<file path="src/rtl/instr_encoder.sv">
// ============================================================================
// instr_encoder : packs field-level RISC-V requests into 32-bit words and
//                 streams them into imem at an auto-incrementing address.
// Revision      : 1.0
// ============================================================================
`default_nettype none

module instr_encoder #(
  parameter int ADDR_W    = 8,
  parameter int BASE_ADDR = 0
) (
  input  logic              clk,
  input  logic              rst,
  input  logic              start,
  input  logic              in_valid,
  output logic              in_ready,
  input  logic [2:0]        fmt_sel,
  input  logic [6:0]        opcode,
  input  logic [4:0]        rd,
  input  logic [4:0]        rs1,
  input  logic [4:0]        rs2,
  input  logic [2:0]        funct3,
  input  logic [6:0]        funct7,
  input  logic [31:0]       imm,
  output logic              imem_we,
  output logic [ADDR_W-1:0] imem_addr,
  output logic [31:0]       imem_wdata,
  output logic [ADDR_W:0]   count,
  output logic              full,
  output logic              err_range,
  output logic              err_fmt
);

  localparam logic [2:0]        c_fmt_i = 3'd0;
  localparam logic [2:0]        c_fmt_b = 3'd1;
  localparam logic [2:0]        c_fmt_u = 3'd2;
  localparam logic [2:0]        c_fmt_s = 3'd3;
  localparam logic [2:0]        c_fmt_j = 3'd4;
  localparam logic [2:0]        c_fmt_r = 3'd5;
  localparam logic [ADDR_W-1:0] c_base  = ADDR_W'(BASE_ADDR);

  logic              we_q, we_d;
  logic [ADDR_W-1:0] addr_q, addr_d;
  logic [31:0]       wdata_q, wdata_d;
  logic [ADDR_W:0]   count_q, count_d;
  logic              erng_q, erng_d;
  logic              efmt_q, efmt_d;

  logic        w_accept;
  logic        w_fmt_ok;
  logic        w_imm_ok;
  logic [24:0] w_body;

  // count never exceeds capacity, so its MSB alone marks "full"
  assign full      = count_q[ADDR_W];
  assign in_ready  = ~full & ~start;
  assign w_accept  = in_valid & in_ready;
  assign w_fmt_ok  = (fmt_sel <= c_fmt_r);

  // Range checks expressed as "upper bits are pure sign extension"
  always_comb begin
    w_imm_ok = 1'b1;
    case (fmt_sel)
      c_fmt_i, c_fmt_s: w_imm_ok = (&imm[31:11]) | ~(|imm[31:11]);
      c_fmt_b:          w_imm_ok = ((&imm[31:12]) | ~(|imm[31:12])) & ~imm[0];
      c_fmt_j:          w_imm_ok = ((&imm[31:20]) | ~(|imm[31:20])) & ~imm[0];
      c_fmt_u:          w_imm_ok = ~(|imm[11:0]);
      default:          w_imm_ok = 1'b1;
    endcase
  end

  always_comb begin
    w_body = '0;
    case (fmt_sel)
      c_fmt_i: w_body = {imm[11:0], rs1, funct3, rd};
      c_fmt_s: w_body = {imm[11:5], rs2, rs1, funct3, imm[4:0]};
      c_fmt_b: w_body = {imm[12], imm[10:5], rs2, rs1, funct3, imm[4:1], imm[11]};
      c_fmt_u: w_body = {imm[31:12], rd};
      c_fmt_j: w_body = {imm[20], imm[10:1], imm[11], imm[19:12], rd};
      c_fmt_r: w_body = {funct7, rs2, rs1, funct3, rd};
      default: w_body = '0;
    endcase
  end

  always_comb begin
    we_d    = 1'b0;
    addr_d  = addr_q;
    wdata_d = wdata_q;
    count_d = count_q;
    erng_d  = erng_q;
    efmt_d  = efmt_q;
    if (start) begin
      count_d = '0;
      erng_d  = 1'b0;
      efmt_d  = 1'b0;
    end else if (w_accept) begin
      if (!w_fmt_ok) begin
        efmt_d = 1'b1;
      end else if (!w_imm_ok) begin
        erng_d = 1'b1;
      end else begin
        we_d    = 1'b1;
        addr_d  = c_base + count_q[ADDR_W-1:0];
        wdata_d = {w_body, opcode};
        count_d = count_q + 1'b1;
      end
    end
  end

  always_ff @(posedge clk or posedge rst) begin
    if (rst) begin
      we_q    <= 1'b0;
      addr_q  <= c_base;
      wdata_q <= '0;
      count_q <= '0;
      erng_q  <= 1'b0;
      efmt_q  <= 1'b0;
    end else begin
      we_q    <= we_d;
      addr_q  <= addr_d;
      wdata_q <= wdata_d;
      count_q <= count_d;
      erng_q  <= erng_d;
      efmt_q  <= efmt_d;
    end
  end

  assign imem_we    = we_q;
  assign imem_addr  = addr_q;
  assign imem_wdata = wdata_q;
  assign count      = count_q;
  assign err_range  = erng_q;
  assign err_fmt    = efmt_q;

endmodule

`default_nettype wire
</file>
<file path="config.mk">
export PLATFORM = sky130hd
export DESIGN_NAME = instr_encoder
export DESIGN_NICKNAME = d
export VERILOG_FILES = /design/src/rtl/instr_encoder.sv
export SDC_FILE = /design/constraint.sdc
export NUM_CORES = 1
export LEC_CHECK = 0
export BUFFER_PORTS_ARGS = -buffer_cell sky130_fd_sc_hd__buf_2
export CAP_MARGIN = 20
export CORE_ASPECT_RATIO = 0.9
export CORE_MARGIN = 10
export CORE_UTILIZATION = 48
export CTS_CLUSTER_SIZE = 10
export DETAILED_ROUTE_END_ITERATION = 6
export PLACE_DENSITY = 0.92
export SYNTH_ARGS = -nofsm -noshare
export SYNTH_HDL_FRONTEND = slang
export SYNTH_SLANG_ARGS = --single-unit
</file>
<file path="constraint.sdc">
create_clock -name clk -period 1.95 [get_ports clk]
set_input_delay 0.39 -clock clk [delete_from_list [all_inputs] [get_ports clk]]
set_output_delay 0.39 -clock clk [all_outputs]
set_load 0.1 [all_outputs]
</file>
**Yosys cells after proc, flatten, opt, wreduce, memory -nomap -nowiden**

Index checks and enable logic that the tools add are counted.

- Equal/unequal tests: 7
- $lt $le $gt $ge: 1
- Reduce and logical (&&, ||, !) cells: 16
- Bitwise operators: 14
- Muxes and demuxes: 17
- Add/subtract/negate cells: 1

Operators by type and width:

| operator | count |
|---|---|
| $pmux 25 s6 | 1 |
| $mux 9 | 4 |
| $reduce_or 12->1 | 2 |
| $reduce_and 21->1 | 1 |
| $reduce_or 21->1 | 1 |
| $reduce_and 20->1 | 1 |
| $reduce_or 20->1 | 1 |
| $reduce_and 12->1 | 1 |
| $mux 1 | 11 |
| $add 9x1->9 const B | 1 |
| $not 1->1 | 7 |
| $eq 3x2->1 const B | 2 |
| $eq 3x3->1 const B | 2 |
| $reduce_and 3->1 | 2 |
| $reduce_bool 2->1 | 3 |
| $and 1x1->1 | 4 |
| $ne 2x2->1 const B | 2 |
| $pmux 1 s4 | 1 |
| $reduce_and 4->1 | 1 |
| $eq 3x1->1 const B | 1 |
| $le 3x3->1 const B | 1 |
| $logic_not 3->1 | 1 |
| $or 1x1->1 | 3 |
| $reduce_and 2->1 | 1 |
| $reduce_or 2->1 | 1 |

- Output and inout bits: 54
- Bits in registers: 52
- Input port bits: 71
- Word-level logic and storage cells: 62

**Depth between registers and ports, before layout**

- Depth after elaboration: 9
- Gate-level depth with buffers: 8
- Gate-level depth less buffers: 6

**Least setup slack after synthesis**

No wires, ideal clock.

- Path type: reg2out
- Start point: register count_q[8], in the netlist count[8]
- End point: output in_ready
- Required time: 1.560 ns
- Stages on the path, launching flop included: 2
- Slack: -0.650 ns
- Buffers on the path: 0
- Arrival time: 2.210 ns
- Cells stage by stage: dfrtp_1 > nor2_1

- Cells in the longest elaborated chain, start to end: 2

RTL lines:

| element | line | source |
|---|---|---|
| start: declaration | 45 | `logic [ADDR_W:0] count_q, count_d;` |
| start signal: assignment | 122 | `count_q <= count_d;` |
| $not 1->1 | 56 | `assign in_ready = ~full & ~start;` |
| $and 1x1->1 | 56 |  |
| end: declaration | 16 | `output logic in_ready,` |

No other way between the ends.

**Final worst setup path**

- Start point: input imm[16]
- End point: register count_q[6], in the netlist count[6]

- Cells in the longest elaborated chain, start to end: 7
- Elaborated cells on any way between the ends: 12
- Classes of those cells: 1 x mux; 5 x bitwise; 6 x reduce/logical

RTL lines:

| element | line | source |
|---|---|---|
| start: declaration | 24 | `input logic [31:0] imm,` |
| $reduce_or 20->1 | 65 | `c_fmt_b: w_imm_ok = ((&imm[31:12]) \| ~(\|imm[31:12])) & ~imm[0];` |
| $not 1->1 | 65 |  |
| $or 1x1->1 | 65 |  |
| $and 1x1->1 | 65 |  |
| $pmux 1 s4 * | 63 | `case (fmt_sel)` |
| $reduce_bool 2->1 (no source line) * | -- |  |
| $reduce_and 3->1 (no source line) * | -- |  |

Every way passes the cells marked *; elsewhere a longest branch is shown, timed or not.
A chain may end at the register's enable or synchronous reset.

==> flow_summary.json <==
{
  "status": "finished clean",
  "synth_seq_area_share_pct": 43.6,
  "start_kind": "input pin",
  "vias": 3141,
  "die_y_um": 94.8,
  "holdBufCountCts": 0,
  "grt_max_degree": 53,
  "hold_viol": 0,
  "dpl.hpwl_mm": 7.92,
  "power.switching_uw": 2170,
  "start_util_pct": 49.1,
  "yosys_warnings": 0,
  "top_layer_used": "met4",
  "required_ns": 2.18,
  "hold_class": "input pin to async pin",
  "drive_gt1_share_pct": 47.7,
  "synth.distinct_cells": 46,
  "drt-total-wl_mm": 10.3,
  "synth_top_area_cell": "dfrtp_1",
  "max_slew.worst_pin.slew_ns": 0.501,
  "design_area_um2": 4260,
  "p_comb_share_pct": 51.7,
  "antenna_found_initial": 1,
  "rows": 27,
  "clock_sinks": 52,
  "grt_pass1_vias": 3247,
  "vias_per_cell": 5.86,
  "drt-met1-wl_mm": 3.98,
  "grt.overflow.total": 0,
  "worstSetupPathType": "input pin to register",
  "grt_pass1_wl_mm": 15.7,
  "io_buffers": 124,
  "utilization_pct": 70.1,
  "power.internal_uw": 1970,
  "synth_top_area_share_pct": 43.6,
  "fmax_mhz": 535,
  "clock_latency_ns": 0.30,
  "clkPwrFrac_pct": 15.8,
  "ios": 125,
  "fin_worst_skew_ns": 0.00459,
  "post-route-min-period_ns": 1.87,
  "dieWidth_um": 103,
  "cts_tree": "built",
  "finalSetupViolCount": 0,
  "final_cell_mix": "124 x buf_2, 56 x buf_4, 44 x dfrtp_1",
  "synth.avg_cell_area_um2": 10.2,
  "core_area_um2": 6080,
  "fillCellCount": 448,
  "async_reset_ff_share_pct": 100,
  "die_area_um2": 9770,
  "pwr-share-seq_pct": 32.5,
  "wl_per_cell_um": 19.3,
  "powerDensity_nw_per_um2": 970,
  "numCtsBuffers": 5,
  "grt_usage_pct": 20.2,
  "drt_iter0_drc": 280,
  "clk_pin_slew_ns": 0.10,
  "synth_area_leaders": "dfrtp_1 44%, mux2_1 12%, a21oi_1 5.0%",
  "wl_met3_mm": 1.10,
  "switching_share_pct": 52.5,
  "area_growth_pct": 42.9,
  "post-route-drc-count": 0,
  "cp-end-kind": "register",
  "layout_commonest_cell": "buf_2",
  "cts_buffer_depth": 2,
  "cp_max_fo": 6,
  "slew_violations": 0,
  "gp_congestion": 0.873,
  "reg2reg_depth": 6,
  "irDropWorstVdd_mv": 0.731,
  "netlist_instances": 293,
  "critPathArrivalTime_ns": 2.10,
  "slew_headroom_pct": 66.8,
  "synth_ff_type": "dfrtp_1",
  "p_leak_uw": 0.00216,
  "root_buffer": "clkbuf_8",
  "syn_nets": 365,
  "dr.pass1.iters": 4,
  "nets": 534,
  "htreeDepth": 2,
  "placed_cell_area_um2": 4090,
  "detail-route-antenna-nets": 0,
  "min_period_over_period_pct": 95.9,
  "synth-edff-count": 0,
  "syn_area_um2": 2980,
  "drv_cap": 0,
  "rsz0062_at_grt": "yes",
  "routed-wl-met2_mm": 4.98,
  "synth-seq-cells": 52
}
==> area by class of cell <==
| cell class | count | area [um2] | share of cell area (%) |
|---|---|---|---|
| Antenna cell | 1 | 2.50 | 0.0587 |
| Inverter | 8 | 30.0 | 0.704 |
| Clock inverter | 1 | 8.76 | 0.205 |
| Timing Repair Buffer | 183 | 1100 | 25.8 |
| Multi-Input combinational cell | 212 | 1630 | 38.3 |
| Clock buffer | 7 | 86.3 | 2.02 |
| Tap cell | 72 | 90.1 | 2.11 |
| Sequential cell | 52 | 1310 | 30.8 |
==> power by group through the flow <==
stage	Clock, uW	Combinational (uW)	Sequential (uW)
3_5_place_dp	0	2130	1360
5_1_grt	711	2220	1370
2_1_floorplan	0	332	2660
3_3_place_gp	0	2090	1350
6_report	654	2140	1350
4_1_cts	663	2130	1340
==> synth_stat cells (all sizes together), types with 2 or more instances <==
| cell type | instances |
|---|---|
| a211oi | 3 |
| o21bai | 8 |
| a2bb2oi | 2 |
| dfrtp | 52 |
| nand2b | 3 |
| nor4 | 7 |
| a22oi | 8 |
| o22ai | 15 |
| nand3 | 6 |
| or4 | 2 |
| and3 | 3 |
| clkbuf | 14 |
| nor2b | 9 |
| o31ai | 6 |
| mux2 | 34 |
| nor3 | 4 |
| or3 | 4 |
| nand2 | 7 |
| nor2 | 15 |
| nand4 | 7 |
| buf | 7 |
| o21ai | 11 |
| a21oi | 30 |
| and2 | 2 |
| inv | 8 |
| mux2i | 13 |
==> stage by stage <==
stage	power, uW	setup WS (ns)	hold WS (ns)	std cells	setup TNS [ns]
after detailed placement	3490	-0.365	0.460	525	-11.71
after global routing	4300	-0.0107	0.141	536	-0.0241
after CTS	4140	0.0104	0.125	535	0
final	4140	0.0803	0.121	536	0
after floorplan	2990	-0.00777	0.522	293	-0.233
after global placement	3440	-0.286	0.452	525	-8.49
==> routing by layer <==
| layer | vias to the layer above | global-route usage (%) |
|---|---|---|
| met2 | 192 | 33.9 |
| met4 | 0 | 9.26 |
| met5 | - | 0 |
| met1 | 1484 | 23.2 |
| met3 | 22 | 6.06 |
| li1 | 1443 | - |
==> registers in the layout (all words and copies together), names as in the netlist <==
register and count:
count 9, err_fmt 1, err_range 1, imem_addr 8
imem_wdata 32, imem_we 1
==> critical path, cell delays in order <==
cell,delay [ns]
buf_2,0.11
nor4_2,0.36
a22oi_1,0.13
a2bb2oi_2,0.17
o221a_1,0.32
or4_4,0.50
a21oi_2,0.13
==> final timing paths <==
| check | startpoint | end | slack [ns] |
|---|---|---|---|
| worst max-delay path | imm[16] | count[6] | 0.08 |
| worst min-delay path | rst | imem_wdata[1] | 0.12 |
| worst max register to register | count[8] | imem_wdata[15] | 0.29 |
| worst min register to register | imem_addr[2] | imem_addr[2] | 0.49 |
| max in group asynchronous | rst | count[4] | 1.59 |
| min in group clk | opcode[1] | imem_wdata[1] | 0.29 |
==> logic make-up (layout without fill, tap and decap cells) <==
group | Yosys count | in the layout | share of synthesized area, %
buffers and inverters | 29 | 199 | 4.78
flip-flops | 52 | 52 | 43.6
multiplexers | 47 | 47 | 17.3
AND/OR/NAND/NOR | 72 | 72 | 14.1
AO/OA/AOI/OAI | 91 | 91 | 19.5
XOR/XNOR | 1 | 1 | 0.294
adder cells (fa/ha/maj) | 1 | 1 | 0.419
other | 0 | 1 | 0
==> what timing repair did <==
item | in CTS | in global routing
resized for setup | 3 | 9
setup buffers | 2 | 0
setup endpoints to repair | 2 | 38
pin swaps | 0 | 3
Power figures use the tool's default switching activity.
